[config.mk]
export PLATFORM = sky130hd
export DESIGN_NAME = rv_mem_arb
export DESIGN_NICKNAME = d
export VERILOG_FILES = /design/src/rtl/rv_mem_arb_pkg.sv /design/src/rtl/rv_mem_arb_arb2.sv /design/src/rtl/rv_mem_arb.sv
export SDC_FILE = /design/constraint.sdc
export NUM_CORES = 1
export LEC_CHECK = 0
export ABC_AREA = 1
export BUFFER_PORTS_ARGS = -buffer_cell sky130_fd_sc_hd__buf_2
export CAP_MARGIN = 10
export CORE_AREA = 2 2 104 106
export DETAILED_ROUTE_END_ITERATION = 7
export DIE_AREA = 0 0 106 108
export HOLD_SLACK_MARGIN = 0.12
export PLACE_DENSITY = 0.51
export SETUP_SLACK_MARGIN = 0.2
export SLEW_MARGIN = 15
export SYNTH_ARGS = -nofsm -noshare
export SYNTH_HDL_FRONTEND = slang
export SYNTH_SLANG_ARGS = --single-unit
[constraint.sdc]
create_clock -name clk -period 1.9 [get_ports clk]
set_input_delay 0.095 -clock clk [delete_from_list [all_inputs] [get_ports clk]]
set_output_delay 0.095 -clock clk [all_outputs]
set_load 0.05 [all_outputs]
[src/rtl/rv_mem_arb_pkg.sv]
// rv_types: shared types for the rv_mem_arb RAM arbiter slice.
// Provides word/byte aliases, the request bundle muxed onto the RAM port,
// the owner enum used to route read responses, and a saturating increment.
package rv_types;

  typedef logic [31:0] u32_t;
  typedef logic [7:0]  u8_t;

  // Request address is carried at a fixed maximum width; the top sizes it
  // down to its own AW when driving the RAM.
  localparam int unsigned ADDR_MAX_W = 32;

  typedef struct packed {
    logic [3:0]            we;
    logic [ADDR_MAX_W-1:0] addr;
    u32_t                  wdat;
  } mem_req_t;

  typedef enum logic {
    P_CORE = 1'b0,
    P_HOST = 1'b1
  } port_e;

  function automatic u8_t sat_inc(input u8_t v);
    return (v == 8'hFF) ? v : v + 8'd1;
  endfunction

endpackage

[src/rtl/rv_mem_arb_arb2.sv]
// rv_arb2: two-way grant decision, purely combinational.
// Ports: req0/req1 in, starve (priority build) or rr_ptr (round-robin build)
// in, gnt0/gnt1 out (one-hot or zero). Build option: RV_MEM_ARB_RR_EN.
module rv_arb2 (
  input  logic req0,
  input  logic req1,
`ifdef RV_MEM_ARB_RR_EN
  input  logic rr_ptr,
`else
  input  logic starve,
`endif
  output logic gnt0,
  output logic gnt1
);

  logic prefer1;

`ifdef RV_MEM_ARB_RR_EN
  // Pointer names the port that wins the next contended cycle.
  assign prefer1 = rr_ptr;
`else
  // Fixed priority to port 0 unless port 1 has waited its maximum.
  assign prefer1 = starve;
`endif

  always_comb begin
    gnt0 = 1'b0;
    gnt1 = 1'b0;
    if (req0 && req1) begin
      gnt0 = ~prefer1;
      gnt1 = prefer1;
    end else begin
      gnt0 = req0;
      gnt1 = req1;
    end
  end

endmodule

[src/rtl/rv_mem_arb.sv]
// rv_mem_arb: shares one single-port byte-enabled 32-bit RAM between the
// core data port (m0) and the host loader (m1). Grant is combinational,
// read data returns one cycle after grant on the owner's rvalid.
// Ports: clk, xreset (sync, active low); per requester req/we/addr/wdat in,
// gnt/rdat/rvalid out; mem_en/we/addr/wdat out, mem_rdat in; starve_cnt out.
// Build option: RV_MEM_ARB_RR_EN selects round-robin instead of priority.
module rv_mem_arb
  import rv_types::*;
#(
  parameter int AW      = 16,
  parameter int MAXWAIT = 8
) (
  input  logic          clk,
  input  logic          xreset,
  input  logic          m0_req,
  input  logic [3:0]    m0_we,
  input  logic [AW-1:0] m0_addr,
  input  logic [31:0]   m0_wdat,
  output logic          m0_gnt,
  output logic [31:0]   m0_rdat,
  output logic          m0_rvalid,
  input  logic          m1_req,
  input  logic [3:0]    m1_we,
  input  logic [AW-1:0] m1_addr,
  input  logic [31:0]   m1_wdat,
  output logic          m1_gnt,
  output logic [31:0]   m1_rdat,
  output logic          m1_rvalid,
  output logic          mem_en,
  output logic [3:0]    mem_we,
  output logic [AW-1:0] mem_addr,
  output logic [31:0]   mem_wdat,
  input  logic [31:0]   mem_rdat,
  output logic [7:0]    starve_cnt
);

  logic     req0, req1;
  logic     gnt0, gnt1;
  mem_req_t r0, r1, sel;
  port_e    rd_owner;
  logic     rd_pend;

  // No grants while reset is held, so the RAM is never enabled in reset.
  assign req0 = m0_req & xreset;
  assign req1 = m1_req & xreset;

`ifdef RV_MEM_ARB_RR_EN
  logic rr_ptr;

  rv_arb2 u_arb (
    .req0   (req0),
    .req1   (req1),
    .rr_ptr (rr_ptr),
    .gnt0   (gnt0),
    .gnt1   (gnt1)
  );

  // Toggle only when both competed; an uncontended grant keeps the turn.
  always_ff @(posedge clk) begin
    if (!xreset)
      rr_ptr <= 1'b0;
    else if (req0 && req1)
      rr_ptr <= ~rr_ptr;
  end
`else
  logic starve;

  assign starve = (starve_cnt == u8_t'(MAXWAIT));

  rv_arb2 u_arb (
    .req0   (req0),
    .req1   (req1),
    .starve (starve),
    .gnt0   (gnt0),
    .gnt1   (gnt1)
  );
`endif

  assign m0_gnt = gnt0;
  assign m1_gnt = gnt1;

  always_comb begin
    r0  = '{we: m0_we, addr: ADDR_MAX_W'(m0_addr), wdat: m0_wdat};
    r1  = '{we: m1_we, addr: ADDR_MAX_W'(m1_addr), wdat: m1_wdat};
    sel = gnt1 ? r1 : r0;
  end

  // Byte enables are forced low when idle so a stray we can never write.
  assign mem_en   = gnt0 | gnt1;
  assign mem_we   = mem_en ? sel.we : 4'h0;
  assign mem_addr = sel.addr[AW-1:0];
  assign mem_wdat = sel.wdat;

  always_ff @(posedge clk) begin
    if (!xreset) begin
      rd_owner   <= P_CORE;
      rd_pend    <= 1'b0;
      starve_cnt <= 8'd0;
    end else begin
      rd_pend <= mem_en & (sel.we == 4'h0);
      if (mem_en)
        rd_owner <= gnt1 ? P_HOST : P_CORE;
      if (m1_req && !gnt1)
        starve_cnt <= sat_inc(starve_cnt);
      else
        starve_cnt <= 8'd0;
    end
  end

  // Gated by xreset so a read in flight when reset arrives never reports.
  assign m0_rvalid = xreset & rd_pend & (rd_owner == P_CORE);
  assign m1_rvalid = xreset & rd_pend & (rd_owner == P_HOST);
  assign m0_rdat   = mem_rdat;
  assign m1_rdat   = mem_rdat;

endmodule
=== Word-level counts from Yosys, hierarchy flattened ===
Cells that the tools add are included.

* Flip-flop bits (word level): 10
* Input port bits: 140
* Output and inout bits: 129

* $add $sub $neg: 1
* Equality and inequality tests: 2
* Muxes and demuxes: 5
* Bitwise logic cells: 9
* Reductions and logical operators: 5

{| class="wikitable"
|+ Operators by type and width
! cell !! count
|-
| $mux 68 || 1
|-
| $add 8x1->8 const B || 1
|-
| $eq 8x4->1 const B || 1
|-
| $eq 8x8->1 const B || 1
|-
| $and 1x1->1 || 6
|-
| $logic_not 4->1 || 1
|-
| $mux 4 || 1
|-
| $mux 1 || 3
|-
| $logic_and 1x1->1 || 2
|-
| $not 1->1 || 2
|-
| $reduce_and 2->1 || 1
|-
| $logic_not 1->1 || 1
|-
| $or 1x1->1 || 1
|}

=== Depth between registers and ports, before layout ===
Gate-level depths: netlist of the first run.

* Word-level depth: 6
* Depth in mapped cells: 11
* Depth with buffers taken out: 9

=== Modules after synthesis ===
From an unflattened synthesis of the first run, not the netlist that was laid out.

* Cells, all modules: 330
* Area total of the unflattened synthesis: 1737.9 um2

{| class="wikitable"
|+ Modules (own cells, without submodules)
! module !! instances !! cells an instance !! area each (um2) !! seq. area each (um2)
|-
| rv_mem_arb || 1 || 325 || 1716.6 || 200.2
|-
| rv_arb2 || 1 || 5 || 21.3 || 0.0
|}

=== Worst setup path before layout of the first run ===
Ideal clock, no wire load.

* Path type: reg2out
* Start: register starve_cnt[1]
* End: output mem_we[2]
* Arrival: 2202 ps
* Slack: -397 ps
* Stages on the path, launching flop included: 11
* Path buffers: 2
* Path through: dfxtp_1 inv_1 ha_1 nand3_2 o21ai_4 nand2_4 buf_6 buf_6 nand2_2 nand2_1 nor2_1

* Longest elaborated chain between the ends: 5
* Elaborated cells between the ends (all ways): 7
* Those cells by class: 1 x eq/ne; 4 x mux; 2 x bitwise

{| class="wikitable"
|+ Ends and longest elaborated chain
! item !! line !! RTL
|-
| start: declaration || rv_mem_arb.sv:34 || <nowiki>output logic [7:0] starve_cnt</nowiki>
|-
| start signal: assignment || rv_mem_arb.sv:104 || <nowiki>starve_cnt <= sat_inc(starve_cnt);</nowiki>
|-
| $eq 8x4->1 (*) || rv_mem_arb.sv:68 || <nowiki>assign starve = (starve_cnt == u8_t'(MAXWAIT));</nowiki>
|-
| $not 1->1 || rv_mem_arb_arb2.sv:30 || <nowiki>gnt0 = ~prefer1;</nowiki>
|-
| $mux 1 || rv_mem_arb_arb2.sv:29 || <nowiki>if (req0 && req1) begin</nowiki>
|-
| $or 1x1->1 || rv_mem_arb.sv:89 || <nowiki>assign mem_en = gnt0 | gnt1;</nowiki>
|-
| $mux 4 (*) || rv_mem_arb.sv:90 || <nowiki>assign mem_we = mem_en ? sel.we : 4'h0;</nowiki>
|-
| end: declaration || rv_mem_arb.sv:30 || <nowiki>output logic [3:0] mem_we,</nowiki>
|}

Every way passes the cells marked *; elsewhere a longest branch is shown, timed or not.

=== Final worst setup path of the first run ===
* Start: register starve_cnt[1]
* End: output mem_we[3]

The elaborated chain is that of the path after synthesis.

==> qor.yml, run 1 <==
critical_path:
  r2r_cells: 8
  reg2reg_setup_slack_ps: 290
  start_kind: "register"
  required_ps: 1800
  cpMostUsedCell: "o21ai_4"
  crit_path_max_fanout: 39
  cpMaxStageDelayCell: "dfxtp_4"
  crit_chain: "inv_4 -> ha_4 -> nand3_4 -> o21ai_4 -> nand2_4 -> buf_12 -> nand2_1 -> o21ai_4 -> nor2_4 -> buf_6"
  rr_startpoint: "starve_cnt[0]$_SDFFE_PN0P_"
  reg2reg_to: "starve_cnt[1]$_SDFFE_PN0P_"
  crit_arrival_ps: 1740
  worst_setup_path_end_kind: "output pin"
  worst-setup-path-type: "register to output pin"
  slowest_delay_ps: 350
power:
  p_leak_nw: 2.02
  ir_drop_v: 0.000421
  p_per_area_nw_per_um2: 444
  p_total_w: 0.00162
timing:
  fin_ws_ps: 62.6
  fin_crit_ps: 1840
  finalCritPeriodShare_pct: 96.7
  slew_headroom_pct: 76.2
  skew_ps: 4.74
  rsz0062_at_grt: "true"
  slew_violations: 0
  worstMarginPinSlew_ps: 356
  setup_violations: 0
  max_freq_mhz: 544
  finalHoldViolCount: 0
logic_synthesis:
  yosys.area.top_type_share_pct: 35.3
  synth_area_um2: 1710
  yosys_warnings: 0
  synth_area_leader_cell: "nand2_1"
  syn-mean-instance-area_um2: 5.49
  synth-seq-cells: 10
  ys_types: 25
  synth_seq_area_share_pct: 11.7
  syn_nets: 454
  synth_cells: 312
  synth.top_cells.by_area: "nand2_1, buf_4, dfxtp_1, inv_1, nor2_1"
layout:
  drive_gt1_share_pct: 71.3
  nets: 572
  area_growth_pct: 113
  antenna_cells: 0
cts:
  clock_latency_ps: 230
  cts.root.buffer_cell: "clkbuf_8"
  cts_tree: "built"
  holdBufCountCts: 0
  path_clk_slew_ps: 50
  clock_path_buffers: 2
  numCtsBuffers: 3
  h-tree-depth: 1
  clkSinkCount: 10
route:
  vias: 2252
  drc: 0
  drtIter0Drc: 69
  post_drt_wl_per_cell_um: 14.5
  first_pass_iters: 4
  ant_nets: 0
  vias_per_cell: 3.99
  routed_wirelength_um: 8200
status:
  status: "finished clean"
worst_hold_path:
  min_path_cells: 3
  hp-start: "xreset"
  whs_endpoint: "rd_owner$_SDFFE_PN0P_"
  hold_class: "input pin to register"
die:
  row_count: 37
  die_y_um: 108
  start_util_pct: 16.7
  dieArea_um2: 11400
  die_w_um: 106
  ioPinCount: 269
  core_um2: 10200
global_routing:
  grt_overflow: 0
  first_global_vias: 2323
  antenna_found_initial: 0
  grt_use_total_pct: 12.9
  grt_max_degree: 40
  grt_pass1_wl_um: 11800
run:
  cap_violations: 0
place:
  io_buffers: 172
  post-place-ws_ps: 99.1
  dp_hpwl_um: 6150
  gp_congestion: 0.770
==> critical path, delay by kind of cell, from the launching register on <==
| kind | cells | cell delay (ps) |
|---|---|---|
| buffers and inverters | 3 | 410 |
| AND/OR/NAND/NOR | 4 | 370 |
| flip-flops | 1 | 350 |
| AO/OA/AOI/OAI | 2 | 240 |
| adder cells (fa/ha/maj) | 1 | 130 |
==> layout by cell type (no fill, tap or decap), types with 2 or more instances in the layout <==
cell type / instances
nor2_1: 9
dfxtp_4: 2
nand3_1: 4
buf_8: 46
nand2_1: 72
a21oi_1: 4
nand2_2: 35
inv_1: 16
nor2_4: 5
dfxtp_2: 6
buf_2: 119
dfxtp_1: 2
buf_16: 3
buf_4: 4
clkbuf_8: 3
buf_6: 6
o21ai_4: 2
nand2_4: 56
buf_12: 10
o21ai_0: 8
==> timing repair <==
item	4_1_cts	5_1_grt
setup endpoints to repair	54	59
pin swaps	9	16
gates resized for setup	170	95
gates cloned	3	0
buffers inserted	8	0
==> worst max path at each step <==
stage | cells after the start | slack [ps] | end | startpoint
floorplan | 10 | 140 | mem_we[2] | starve_cnt[1]$_SDFFE_PN0P_
global placement | 10 | 130 | mem_wdat[29] | starve_cnt[1]$_SDFFE_PN0P_
detailed placement | 10 | 100 | mem_wdat[29] | starve_cnt[1]$_SDFFE_PN0P_
CTS | 11 | 40 | mem_wdat[1] | starve_cnt[1]$_SDFFE_PN0P_
global route | 9 | -50 | mem_we[3] | starve_cnt[6]$_SDFFE_PN0P_
finish | 10 | 60 | mem_we[3] | starve_cnt[1]$_SDFFE_PN0P_
==> layout make-up <==
| type | instances | area (um2) |
|---|---|---|
| fill | 1082 | 6590 |
| timing repair buffer | 188 | 1670 |
| multi-input combinational | 208 | 1460 |
| sequential | 10 | 215 |
| tap | 136 | 170 |
| inverter | 19 | 86.3 |
| clock buffer | 3 | 41.3 |
| clock inverter | 1 | 3.75 |
==> cells by family after synthesis <==
family | after synthesis | synth area share (%)
AND/OR/NAND/NOR | 188 | 43.8
buffers and inverters | 94 | 36.7
AO/OA/AOI/OAI | 16 | 5.41
flip-flops | 10 | 11.7
XOR/XNOR | 2 | 1.02
adder cells (fa/ha/maj) | 2 | 1.46
==> registers in the layout (all words and copies together) (netlist names) <==
name	count
starve_cnt	8
rd_owner	1
rd_pend	1
==> routing by layer <==
layer	vias to the layer above	GRT usage, %	part of all wire, %
met2	124	24.8	54
met1	1004	14.7	36
met3	10	3.25	9.1
met4	0	1.97	1.1
met5	-	0	0
li1	1114	-	-
==> where the power goes <==
part           internal, W  switching, W  total (W)  leakage [nW]
combinational     0.000492      0.000690    0.00118          1.91
sequential        0.000210    0.00000170   0.000212        0.0856
clock             0.000142     0.0000827   0.000224        0.0231
==> cells in the mapped netlist <==
| master | n |
|---|---|
| nand2_2 | 1 |
| o21ai_1 | 2 |
| nor2_4 | 1 |
| nand3_2 | 1 |
| dfxtp_1 | 10 |
| a31oi_1 | 1 |
| buf_6 | 3 |
| nand2_1 | 161 |
| inv_2 | 1 |
| o21ai_0 | 8 |
| xor2_1 | 1 |
| buf_2 | 7 |
| o21ai_4 | 1 |
| ha_1 | 2 |
| nor3_2 | 1 |
| buf_4 | 65 |
| inv_1 | 18 |
| xnor2_1 | 1 |
| nand3b_1 | 1 |
| nand2_4 | 1 |
| nor2_1 | 14 |
| nand3_1 | 5 |
| a21oi_1 | 4 |
| nand4_1 | 1 |
| nor3_1 | 1 |
==> per-stage QoR <==
| stage | util (%) | hold WS [ps] | setup TNS [ps] | instance area, um2 | cells |
|---|---|---|---|---|---|
| CTS | 32.0 | 178 | 0 | 3270 | 565 |
| detailed placement | 24.4 | 191 | 0 | 2500 | 550 |
| global route | 35.6 | 190 | -323 | 3640 | 565 |
| finish | 35.6 | 181 | 0 | 3640 | 565 |
| global placement | 24.4 | 191 | 0 | 2500 | 550 |
| floorplan | - | 265 | 0 | 1900 | 312 |
Power figures use the tool's default switching activity.
==> run 2, diff against run 1 <==
--- a/config.mk
+++ b/config.mk
@@ -5,14 +5,13 @@
 export SDC_FILE = /design/constraint.sdc
 export NUM_CORES = 1
 export LEC_CHECK = 0
-export ABC_AREA = 1
 export BUFFER_PORTS_ARGS = -buffer_cell sky130_fd_sc_hd__buf_2
 export CAP_MARGIN = 10
-export CORE_AREA = 2 2 104 106
+export CORE_AREA = 2 2 103 105
 export DETAILED_ROUTE_END_ITERATION = 7
-export DIE_AREA = 0 0 106 108
+export DIE_AREA = 0 0 105 107
 export HOLD_SLACK_MARGIN = 0.12
-export PLACE_DENSITY = 0.51
+export PLACE_DENSITY = 0.54
 export SETUP_SLACK_MARGIN = 0.2
 export SLEW_MARGIN = 15
 export SYNTH_ARGS = -nofsm -noshare
==> run 2 against run 1 <==
Synthesized cell count decreased by 34%; critical path type unchanged; hold slack lost 1.7 ps; register-to-register slack worse by 670 ps; critical path depth fell by 2; non-clock buffer count grew 12; critical endpoint is now mem_wdat[3]; the run now ends with setup timing left; largest power group unchanged.
==> qor.yml, run 2 <==
layout:
  area_growth_pct: 67.4
  drive_gt1_share_pct: 81.5  # +10 points
  nets: 484  # -15%
  final_cells: 477  # -16%
  regMostFlops: "starve_cnt"
  biggestRegsByFlops: "starve_cnt (8), rd_owner (1), rd_pend (1)"
  antenna_cells: 0  # unchanged
  largest_register_ffs: 8  # unchanged
  final_common_cell: "buf_2"
  final_cell_mix: "buf_2, buf_6, mux2_4"
logic_synthesis:
  synth_area_leader_cell: "mux2_4"
  synth_area_um2: 1920  # +12%
  ys_types: 35  # +40%
  synth-seq-cells: 10  # unchanged
  yosys.area.top_type_share_pct: 34.3  # -0.95 points
  syn-mean-instance-area_um2: 9.34  # +70%
  async_flop_share_pct: 0  # unchanged
  synth_seq_area_share_pct: 10.4  # -1.3 points
  yosys-top-cells-count: "buf_4, mux2_4, nand2_1"
  syn_nets: 348  # -23%
  synth_most_common_cell: "buf_4"
  synth_cells: 206  # -34%
  synth-edff-count: 0  # unchanged
  synth.top_cells.by_area: "mux2_4, buf_4, dfxtp_1, mux2i_1, buf_6"
  yosys_warnings: 0  # unchanged
  ys.flop_type: "dfxtp_1"
cts:
  clkSinkCount: 10  # unchanged
  cts.root.buffer_cell: "clkbuf_8"
  clock_latency_ps: 240  # about the same
  holdBufCountCts: 0  # unchanged
  path_clk_slew_ps: 50  # about the same
  clock_path_buffers: 2  # unchanged
  numCtsBuffers: 3  # unchanged
  cts_tree: "built"
  h-tree-depth: 1  # unchanged
route:
  routed_wirelength_um: 6790  # -17%
  drtIter0Drc: 73  # +5.8%
  route.met3.wl_um: 798  # +7.4%
  met1_length_um: 2720  # -6.6%
  vias_per_cell: 4.07  # +2.1%
  drc: 0  # unchanged
  ant_nets: 0  # unchanged
  post_drt_wl_per_cell_um: 14.2  # -2.0%
  highest_layer: "met4"
  vias: 1942  # -14%
  first_pass_iters: 4  # unchanged
  dr_wl_met2_um: 3180  # -28%
timing:
  rsz0062_at_grt: "true"
  worstMarginPinSlew_ps: 492  # +136 ps
  final.setup.tns_ps: -19170  # -19,170 ps
  holdWs_ps: 179  # -1.66 ps
  slew_headroom_pct: 67.1  # -9.1 points
  fin_crit_ps: 2290  # +451 ps
  max_freq_mhz: 437  # -20%
  setup_violations: 54  # +54
  finalCritPeriodShare_pct: 120  # +24 points
  slew_violations: 0  # unchanged
  fin_ws_ps: -388  # -451 ps
  finalHoldViolCount: 0  # unchanged
  skew_ps: 8.32  # +3.58 ps
critical_path:
  rr_startpoint: "starve_cnt[1]$_SDFFE_PN0P_"
  r2r_cells: 15  # +7
  worst_setup_path_end_kind: "output pin"
  reg2reg_to: "rd_pend$_SDFF_PN0_"
  crit_arrival_ps: 2190  # +450 ps
  required_ps: 1800  # about the same
  start_kind: "register"
  worst-setup-path-type: "register to output pin"
  reg2reg_setup_slack_ps: -380  # -670 ps
  crit_path_max_fanout: 20  # -49%
global_routing:
  grt_max_degree: 24  # -40%
  grt_use_total_pct: 10.8  # -2.2 points
  grt_pass1_wl_um: 9740  # -17%
  antenna_found_initial: 0  # unchanged
  first_global_vias: 1918  # -17%
  grt_overflow: 0  # unchanged
status:
  violations: "setup timing"
  status: "finished with violations"
power:
  power_switching_w: 0.000563  # -27%
  p_per_area_nw_per_um2: 409  # -7.8%
  combPwrFrac_pct: 66.9  # -6.1 points
  p_total_w: 0.00132  # -18%
  clkPwrFrac_pct: 17.0  # +3.1 points
  ir_drop_v: 0.000332  # -21%
  intPower_w: 0.000756  # -10%
  p_sw_share_pct: 42.7  # -5.1 points
  p_seq_share_pct: 16.1  # +3.0 points
  p_leak_nw: 1.72  # -15%
run:
  cap_violations: 0  # unchanged
place:
  dp_hpwl_um: 5440  # -11%
  placed_cells_incl_taps: 460  # -16%
  gp_congestion: 0.812  # +5.5%
  io_buffers: 172  # unchanged
die:
  start_util_pct: 19.1  # +2.3 points
  dieArea_um2: 11200  # -1.9%
  die_w_um: 105  # -0.94%
  ioPinCount: 269  # unchanged
  core_um2: 10100  # -1.4%
  row_count: 37  # unchanged
  die_y_um: 107  # -0.93%
worst_hold_path:
  min_path_cells: 3  # unchanged
  hp-start: "xreset"
  hold_class: "input pin to register"
  whs_endpoint: "rd_owner$_SDFFE_PN0P_"
## run 2: per-layer routing
layer	track usage (%)	vias up
li1	-	916
met1	12.5	863
met2	18.1	154
met3	4.62	9
met4	2.86	0
met5	0	-
## run 2: worst max-delay path by stage
stage,start,end,slack (ps),cells after the start
2_1_floorplan,starve_cnt[1]$_SDFFE_PN0P_,mem_we[0],-90,7
3_3_place_gp,starve_cnt[1]$_SDFFE_PN0P_,mem_wdat[23],-180,8
3_5_place_dp,starve_cnt[1]$_SDFFE_PN0P_,mem_wdat[3],-190,8
4_1_cts,starve_cnt[1]$_SDFFE_PN0P_,mem_wdat[3],-400,8
5_1_grt,starve_cnt[1]$_SDFFE_PN0P_,rd_pend$_SDFF_PN0_,-480,15
6_report,starve_cnt[1]$_SDFFE_PN0P_,mem_wdat[3],-390,8
## run 2: repair_timing
action,in CTS,in global routing
endpoints found under the setup margin,55,57
pin swaps,2,0
gates resized for setup,114,19
buffers inserted,10,3
## run 2: power by group through the flow
stage	combinational [W]	sequential [W]	clock, W
detailed placement	0.000730	0.000216	0
CTS	0.000867	0.000212	0.000232
global route	0.000920	0.000212	0.000245
floorplan	0.000872	0.000220	0
finish	0.000882	0.000212	0.000225
global placement	0.000725	0.000216	0
## run 2: critical path, stage by stage, from the launching register on
cell	delay (ps)
dfxtp_4	350
inv_4	60
ha_4	110
or4b_4	470
o21ai_4	170
nand2_4	110
buf_12	180
mux2_4	330
buf_6	160
## run 2: layout make-up
type / instances / area [um2]
Timing Repair Buffer: 200 / 1490
Fill cell: 1053 / 6870
Clock buffer: 4 / 45.0
Sequential cell: 10 / 218
Tap cell: 136 / 170
Multi-Input combinational cell: 118 / 1260
Inverter: 9 / 41.3
## run 2: cell families (layout without fill, tap and decap cells)
| kind of cell | after synthesis | count (layout) | synth area share, % |
|---|---|---|---|
| compound gates | 15 | 15 | 5.27 |
| simple gates | 43 | 43 | 11.7 |
| buf+inv | 78 | 213 | 29.6 |
| flops | 10 | 10 | 10.4 |
| fa+ha+maj | 2 | 2 | 1.30 |
| xor+xnor | 3 | 3 | 1.37 |
| mux | 55 | 55 | 40.3 |
## run 2: per-stage QoR
stage,setup WS (ps),util (%),instance area [um2]
finish,-388,31.9,3220
global route,-477,31.9,3220
detailed placement,-194,26.3,2650
CTS,-402,31.1,3140
global placement,-177,26.3,2650
floorplan,-87.1,-,2030
